### src/rtl/boot_loader_pkg.sv
// Shared types for the program loader: memory port flags, loader states and
// the bundle of registered loader outputs.
package boot_loader_pkg;

    typedef logic [7:0] DEFAULT_TYPE;

    typedef enum logic [1:0] {
        MEMORY_READ  = 2'd0,
        MEMORY_WRITE = 2'd1,
        MEMORY_STAY  = 2'd2
    } MEMORY_FLAG_TYPE;

    typedef enum logic [2:0] {
        IDLE    = 3'd0,
        LOAD    = 3'd1,
        FILL    = 3'd2,
        RELEASE = 3'd3,
        RUN     = 3'd4,
        FAULT   = 3'd5
    } LOADER_STATE_TYPE;

    localparam DEFAULT_TYPE HLT_FILL_DEFAULT = 8'hF0;

    // Everything the loader registers; the top holds exactly one of these.
    typedef struct packed {
        LOADER_STATE_TYPE state;
        logic [8:0]       ptr;
        logic [8:0]       count;
        logic             error;
        DEFAULT_TYPE      addr;
        DEFAULT_TYPE      data;
        MEMORY_FLAG_TYPE  rw;
        logic             owner;
        logic             cpu_reset;
        logic             in_ready;
    } LOADER_REGS_TYPE;

    localparam LOADER_REGS_TYPE LOADER_RESET = '{
        state:     IDLE,
        ptr:       9'd0,
        count:     9'd0,
        error:     1'b0,
        addr:      8'h00,
        data:      8'h00,
        rw:        MEMORY_STAY,
        owner:     1'b1,
        cpu_reset: 1'b1,
        in_ready:  1'b0
    };

endpackage

### src/rtl/boot_loader_next_state.sv
// Combinational next-state and next-output decode for the program loader.
// Handshake: a byte transfers on a rising edge where in_valid && in_ready && !start.
module boot_loader_next_state
    import boot_loader_pkg::*;
#(
    parameter int          DEPTH    = 256,
    parameter DEFAULT_TYPE HLT_FILL = HLT_FILL_DEFAULT
) (
    input  LOADER_REGS_TYPE i_cur,
    input  logic            i_start,
    input  logic            i_in_valid,
    input  DEFAULT_TYPE     i_in_data,
    input  logic            i_in_last,
    output LOADER_REGS_TYPE o_nxt
);

    localparam logic [8:0] LAST_PTR = 9'(DEPTH - 1);
    localparam logic [8:0] FULL_PTR = 9'(DEPTH);

    logic w_accept;

    assign w_accept = (i_cur.state == LOAD) && i_in_valid && !i_start;

    always_comb begin
        o_nxt           = i_cur;
        o_nxt.rw        = MEMORY_STAY;
        o_nxt.owner     = 1'b1;
        o_nxt.cpu_reset = 1'b1;

        case (i_cur.state)
            IDLE: ;
            LOAD: begin
                if (w_accept) begin
                    o_nxt.rw    = MEMORY_WRITE;
                    o_nxt.addr  = i_cur.ptr[7:0];
                    o_nxt.data  = i_in_data;
                    o_nxt.ptr   = i_cur.ptr + 9'd1;
                    o_nxt.count = i_cur.count + 9'd1;
                    if (i_in_last) begin
                        o_nxt.state = (i_cur.ptr + 9'd1 == FULL_PTR) ? RELEASE : FILL;
                    end else if (i_cur.ptr == LAST_PTR) begin
                        // Memory is full but the stream says more is coming.
                        o_nxt.state = FAULT;
                        o_nxt.error = 1'b1;
                    end
                end
            end
            FILL: begin
                o_nxt.rw   = MEMORY_WRITE;
                o_nxt.addr = i_cur.ptr[7:0];
                o_nxt.data = HLT_FILL;
                o_nxt.ptr  = i_cur.ptr + 9'd1;
                if (i_cur.ptr == LAST_PTR) begin
                    o_nxt.state = RELEASE;
                end
            end
            RELEASE: begin
                // Hand the port to the CPU one cycle before letting it out of reset.
                o_nxt.owner = 1'b0;
                o_nxt.state = RUN;
            end
            RUN: begin
                o_nxt.owner     = 1'b0;
                o_nxt.cpu_reset = 1'b0;
            end
            FAULT: ;
            default: o_nxt.state = IDLE;
        endcase

        if (i_start) begin
            o_nxt.state     = LOAD;
            o_nxt.ptr       = 9'd0;
            o_nxt.count     = 9'd0;
            o_nxt.error     = 1'b0;
            o_nxt.rw        = MEMORY_STAY;
            o_nxt.owner     = 1'b1;
            o_nxt.cpu_reset = 1'b1;
        end

        o_nxt.in_ready = (o_nxt.state == LOAD);
    end

endmodule

### src/rtl/boot_loader.sv
// Program loader: streams bytes into memory, pads with HLT, then releases the CPU.
// Handshake: a byte transfers on a rising edge where in_valid && in_ready && !start.
module boot_loader
    import boot_loader_pkg::*;
#(
    parameter int          DEPTH    = 256,
    parameter DEFAULT_TYPE HLT_FILL = HLT_FILL_DEFAULT
) (
    input  logic             CLOCK,
    input  logic             RESET_N,
    input  logic             start,
    input  logic             in_valid,
    input  DEFAULT_TYPE      in_data,
    input  logic             in_last,
    output logic             in_ready,
    output logic [7:0]       mem_address,
    output DEFAULT_TYPE      mem_write_value,
    output MEMORY_FLAG_TYPE  mem_rw_flag,
    output logic             mem_owner,
    output logic             cpu_reset,
    output logic [8:0]       loaded_count,
    output logic             error,
    output LOADER_STATE_TYPE dbg_state
);

    LOADER_REGS_TYPE r_regs;
    LOADER_REGS_TYPE w_nxt;

    boot_loader_next_state #(
        .DEPTH    (DEPTH),
        .HLT_FILL (HLT_FILL)
    ) u_next_state (
        .i_cur      (r_regs),
        .i_start    (start),
        .i_in_valid (in_valid),
        .i_in_data  (in_data),
        .i_in_last  (in_last),
        .o_nxt      (w_nxt)
    );

    always_ff @(posedge CLOCK or negedge RESET_N) begin
        if (!RESET_N) begin
            r_regs <= LOADER_RESET;
        end else begin
            r_regs <= w_nxt;
        end
    end

    assign in_ready        = r_regs.in_ready;
    assign mem_address     = r_regs.addr;
    assign mem_write_value = r_regs.data;
    assign mem_rw_flag     = r_regs.rw;
    assign mem_owner       = r_regs.owner;
    assign cpu_reset       = r_regs.cpu_reset;
    assign loaded_count    = r_regs.count;
    assign error           = r_regs.error;
    assign dbg_state       = r_regs.state;

endmodule
### config.mk
export PLATFORM = sky130hd
export DESIGN_NAME = boot_loader
export DESIGN_NICKNAME = d
export VERILOG_FILES = /design/src/rtl/boot_loader_pkg.sv /design/src/rtl/boot_loader_next_state.sv /design/src/rtl/boot_loader.sv
export SDC_FILE = /design/constraint.sdc
export NUM_CORES = 1
export LEC_CHECK = 0
export ABC_CLOCK_PERIOD_IN_PS = 2500
export CELL_PAD_IN_SITES_DETAIL_PLACEMENT = 1
export CELL_PAD_IN_SITES_GLOBAL_PLACEMENT = 2
export CORE_MARGIN = 5
export CORE_UTILIZATION = 31
export DETAILED_ROUTE_END_ITERATION = 10
export GPL_TIMING_DRIVEN = 1
export PLACE_DENSITY = 0.75
export SYNTH_ARGS = -nofsm -noshare
export SYNTH_HDL_FRONTEND = slang
export SYNTH_HIERARCHICAL = 1
export SYNTH_SLANG_ARGS = --single-unit
export TNS_END_PERCENT = 100
### constraint.sdc
create_clock -name CLOCK -period 2.5 [get_ports CLOCK]
set_input_delay 0.625 -clock CLOCK [delete_from_list [all_inputs] [get_ports CLOCK]]
set_output_delay 0.625 -clock CLOCK [all_outputs]
set_load 0.02 [all_outputs]
# Word level (Yosys, flattened, before mapping)

Index checks and enable logic that the tools add are counted.
W data, S select, Z words.

Flip-flop bits (word level): 43
Bits in latches: 0
Memory bits (writable): 0
ROM bits: 0
Bits of input ports: 13
Output and inout bits: 34
Word-level logic and storage cells: 53
Memories: 0

$add $sub $neg: 2
$mul: 0
Div/mod/pow operators: 0
$lt $le $gt $ge: 0
Equal/unequal tests: 11
Shifts and indexed selects: 0
Muxes and demuxes: 15
Bitwise logic cells: 0
Reductions and logical operators: 15

Operator list:

| cell                  | number |
|---|---|
| $mux W40              | 1 |
| $pmux W18 S2          | 1 |
| $mux W22              | 1 |
| $add A9 B1 Y9 const B | 2 |
| $pmux W9 S2           | 1 |
| $pmux W3 S4           | 1 |
| $mux W10              | 1 |
| $eq A9 B8 Y1 const B  | 1 |
| $eq A9 B9 Y1 const B  | 1 |
| $mux W3               | 3 |
| $reduce_bool A2 Y1    | 4 |
| $eq A3 B1 Y1 const B  | 2 |
| $eq A3 B2 Y1 const B  | 2 |
| $eq A3 B3 Y1 const B  | 2 |
| $reduce_and A2 Y1     | 3 |
| $mux W1               | 5 |
| $mux W4               | 1 |
| $reduce_and A4 Y1     | 1 |
| $logic_not A3 Y1      | 1 |
| $ne A3 B2 Y1 const B  | 1 |
| $reduce_bool A3 Y1    | 1 |
| $reduce_or A3 Y1      | 1 |
| $logic_and A1 B1 Y1   | 2 |
| $ne A2 B1 Y1 const B  | 1 |
| 3 further kinds       | 3 |

# Depth between registers and ports, before layout

Word-level depth: 8
Depth in mapped cells: 9
Mapped depth without buffers: 8

# By module

Netlist, hierarchy kept.

By module, submodules not included:

| module                 | instances | cells each | area an instance (sq um) | seq. area each (sq um) |
|---|---|---|---|---|
| boot_loader            | 1         | 73         | 1305.0                   | 1079.8 |
| boot_loader_next_state | 1         | 170        | 1031.0                   | 0.0 |

# Worst setup path before layout

No wires, ideal clock.

Path type: register -> register
From: register r_regs[31] in the netlist's numbering
To: register r_regs, in the netlist in_ready
Arrival time: 1776 ps
Data required time: 2422 ps
Path slack: 647 ps
Stages on the path, launching flop included: 8
Buffers on the path: 0
Clock period less this slack: 1853 ps
Cells stage by stage: dfrtp_1 > ha_1 > nand4_4 > nor2_1 > ha_1 > nand3b_1 > o41ai_2 > a21boi_1

RTL lines:

| what                   | line              | RTL |
|---|---|---|
| start, declared        | boot_loader.sv:26 | `LOADER_REGS_TYPE r_regs;` |
| start signal, assigned | boot_loader.sv:45 | `r_regs <= w_nxt;` |

# Worst setup path after layout

From: register r_regs, in the netlist dbg_state[2]
To: output dbg_state[2]

RTL lines:

| what          | line              | RTL |
|---|---|---|
| end, declared | boot_loader.sv:23 | `output LOADER_STATE_TYPE dbg_state` |

No word-level cell between the ends.

==> impl_metrics.py <==
metrics = {
    "logic_synthesis": {
        "ys_types": 43,
        "async_flop_share": 1.000,
        "netlist_area_um2": 2336,
        "netlist_instances": 243,
        "synth_edf_count": 0,
        "synth-seq-cells": 43,
        "yosysWarningCount": 6,
        "ys_seq_area_frac": 0.4622,
        "synth_top_cell_by_area": "dfrtp_1",
        "syn_avg_cell_area_um2": 9.613,
        "syn_nets": 260,
        "synthTopCellsByArea": "dfrtp_1 (43%), buf_4 (10%), nand2_1 (7.6%)",
        "netlist.area_leader.share": 0.4285,
        "yosys_most_used_dff": "dfrtp_1",
    },
    "layout": {
        "nets": 275,
        "area_delta_synth_final_pct": 16.98,
        "antennaDiodeCount": 0,
        "drive_above_1_share": 0.1004,
        "final_cells": 358,
        "layout_commonest_cell": "nand2_1",
        "mostFrequentLayoutCells": "nand2_1 (47), clkdlybuf4s50_1 (45), dfrtp_1 (40)",
    },
    "global_route": {
        "antenna_found_initial": 0,
        "grt_max_degree": 44,
        "overflow": 0,
        "grt_pass1_vias": 1799,
        "track_usage": 0.1131,
        "grt_pass1_wl_mm": 8.852,
    },
    "floorplan": {
        "start_util": 0.3203,
        "pin_count": 47,
        "die_w_um": 96.81,
        "coreArea_um2": 7292,
        "row_count": 31,
        "die-height_um": 96.81,
        "die_area_um2": 9371,
    },
    "clock_network": {
        "clk_pin_slew_ns": 0.08,
        "clockRootBuffer": "clkbuf_8",
        "numCtsBuffers": 5,
        "clk_latency_ns": 0.30,
        "cts.sinks": 43,
        "cts_buffer_depth": 2,
        "htreeDepth": 2,
        "cts_resized": 0,
        "hold_buffers": 0,
        "cts_tree": "done",
        "post-cts-setup-buffers": 0,
    },
    "sta": {
        "hold_viol": 0,
        "fin_setup_tns_ns": 0,
        "setup_viol": 0,
        "fmax_ghz": 0.4483,
        "tightestPinTransition_ns": 0.5493,
        "final.setup_skew_ns": 0.006731,
        "finalMaxSlewViolations": 0,
        "final.period_utilization": 0.8923,
        "maxSlewHeadroom": 0.6338,
        "grt_setup_unrepaired": "false",
        "layout_min_cycle_time_ns": 2.231,
    },
    "setup_path": {
        "cp-start-kind": "register",
        "crit_fanout": 13,
        "path_cells": "clkdlybuf4s50_1",
        "path_buf_inv": 1,
        "slowest_stage": "clkdlybuf4s50_1",
        "reg2reg_depth": 7,
        "cpLargestDelayFamily": "buffers and inverters",
        "path_class": "register to output port",
        "cp.depth": 1,
        "cp_data_arrival_time_ns": 1.61,
        "critPathMaxStageDelay_ns": 0.69,
        "cp-end-kind": "output port",
        "cp.required_ns": 1.88,
    },
    "detailed_routing": {
        "met2_wirelength_mm": 2.321,
        "wl_per_cell_um": 14.31,
        "wl_mm": 5.122,
        "dr.pass1.iters": 4,
        "wl_met3_um": 268,
        "drt-vias-per-instance": 4.584,
        "wl_met1_mm": 2.467,
        "dr.first_iter.drc_count": 50,
        "drc": 0,
        "highest_layer": "met4",
        "antenna_left": 0,
        "vias": 1641,
    },
    "pwr": {
        "power.leakage_nw": 1.210,
        "ir_worst_vdd_v": 0.0001864,
        "finalPower_w": 0.001602,
        "power_density_nw_per_um2": 586.4,
    },
    "placement": {
        "gp_congestion": 0.7487,
        "port_buffers": 46,
        "dpl.hpwl_mm": 3.578,
        "dpl.cell_count": 350,
    },
    "flow_run": {
        "cap_viol_max_count": 0,
    },
    "status": {
        "status": "completed",
    },
    "hold_path": {
        "hold_path_class": "input port to asynchronous set/reset pin",
    },
}
-- cell type report --
| class | count | area (µm²) |
|---|---|---|
| clock buffer | 7 | 86.33 |
| clock inverter | 1 | 5.005 |
| fill | 885 | 4559 |
| inverter | 2 | 7.507 |
| multi-input combinational | 152 | 914.6 |
| sequential | 43 | 1080 |
| tap | 99 | 123.9 |
| timing repair buffer | 54 | 515.5 |
-- sequential cells by signal, indices dropped and copies added (netlist names) --
signal           flops
cpu_reset            1
mem_rw_flag          2
error                1
mem_owner            1
dbg_state            3
mem_write_value      8
loaded_count         9
r_regs               9
in_ready             1
mem_address          8
-- metal layers --
layer,GRT usage,vias up
met5,0,-
met4,0.03564,0
met3,0.03813,5
met2,0.1858,37
met1,0.1397,802
li1,-,797
-- cells in the mapped netlist (5+ instances only) --
| cell type | number |
|---|---|
| a21oi_1 | 6 |
| buf_2 | 5 |
| buf_4 | 31 |
| buf_6 | 5 |
| dfrtp_1 | 40 |
| mux2i_1 | 5 |
| nand2_1 | 47 |
| nand4_1 | 7 |
| nor2_1 | 21 |
| o21ai_1 | 5 |
| xnor2_1 | 6 |
| xor2_1 | 10 |
-- cells by family after synthesis --
family	share of synthesized area
simple gates	0.2164
flops	0.4622
xor+xnor	0.05999
buf+inv	0.1462
compound gates	0.07231
fa+ha+maj	0.02143
mux	0.02143
-- stage by stage --
step	setup WS, ns	hold WS [ns]	instance area, µm²	util
after floorplan	0.6467	0.3294	2336	-
after global routing	0.1742	0.4499	2733	0.3747
after detailed placement	0.2206	0.4617	2641	0.3622
final	0.2693	0.3997	2733	0.3747
after global placement	0.2466	0.4623	2641	0.3622
after CTS	0.2524	0.4204	2733	0.3747
-- report_power, final --
group | total, W | internal, W | switching [W]
Sequential | 0.000792 | 0.000751 | 0.0000412
Combinational | 0.000345 | 0.000166 | 0.000179
Clock | 0.000466 | 0.000223 | 0.000242
-- path summary, 6_finish.rpt --
| kind | from | endpoint | slack (ns) |
|---|---|---|---|
| max in group asynchronous | RESET_N | mem_rw_flag[1]$_DFF_PN1_ | 1.72 |
| worst min register to register | mem_address[5]$_DFF_PN0_ | mem_address[5]$_DFF_PN0_ | 0.48 |
| min in group CLOCK | mem_address[5]$_DFF_PN0_ | mem_address[5]$_DFF_PN0_ | 0.48 |
| worst max register to register | r_regs[31]$_DFF_PN0_ | in_ready$_DFF_PN0_ | 0.37 |
| worst max-delay path | dbg_state[2]$_DFF_PN0_ | dbg_state[2] | 0.27 |
| worst min-delay path | RESET_N | mem_write_value[2]$_DFF_PN0_ | 0.40 |
Power figures use the tool's default switching activity.
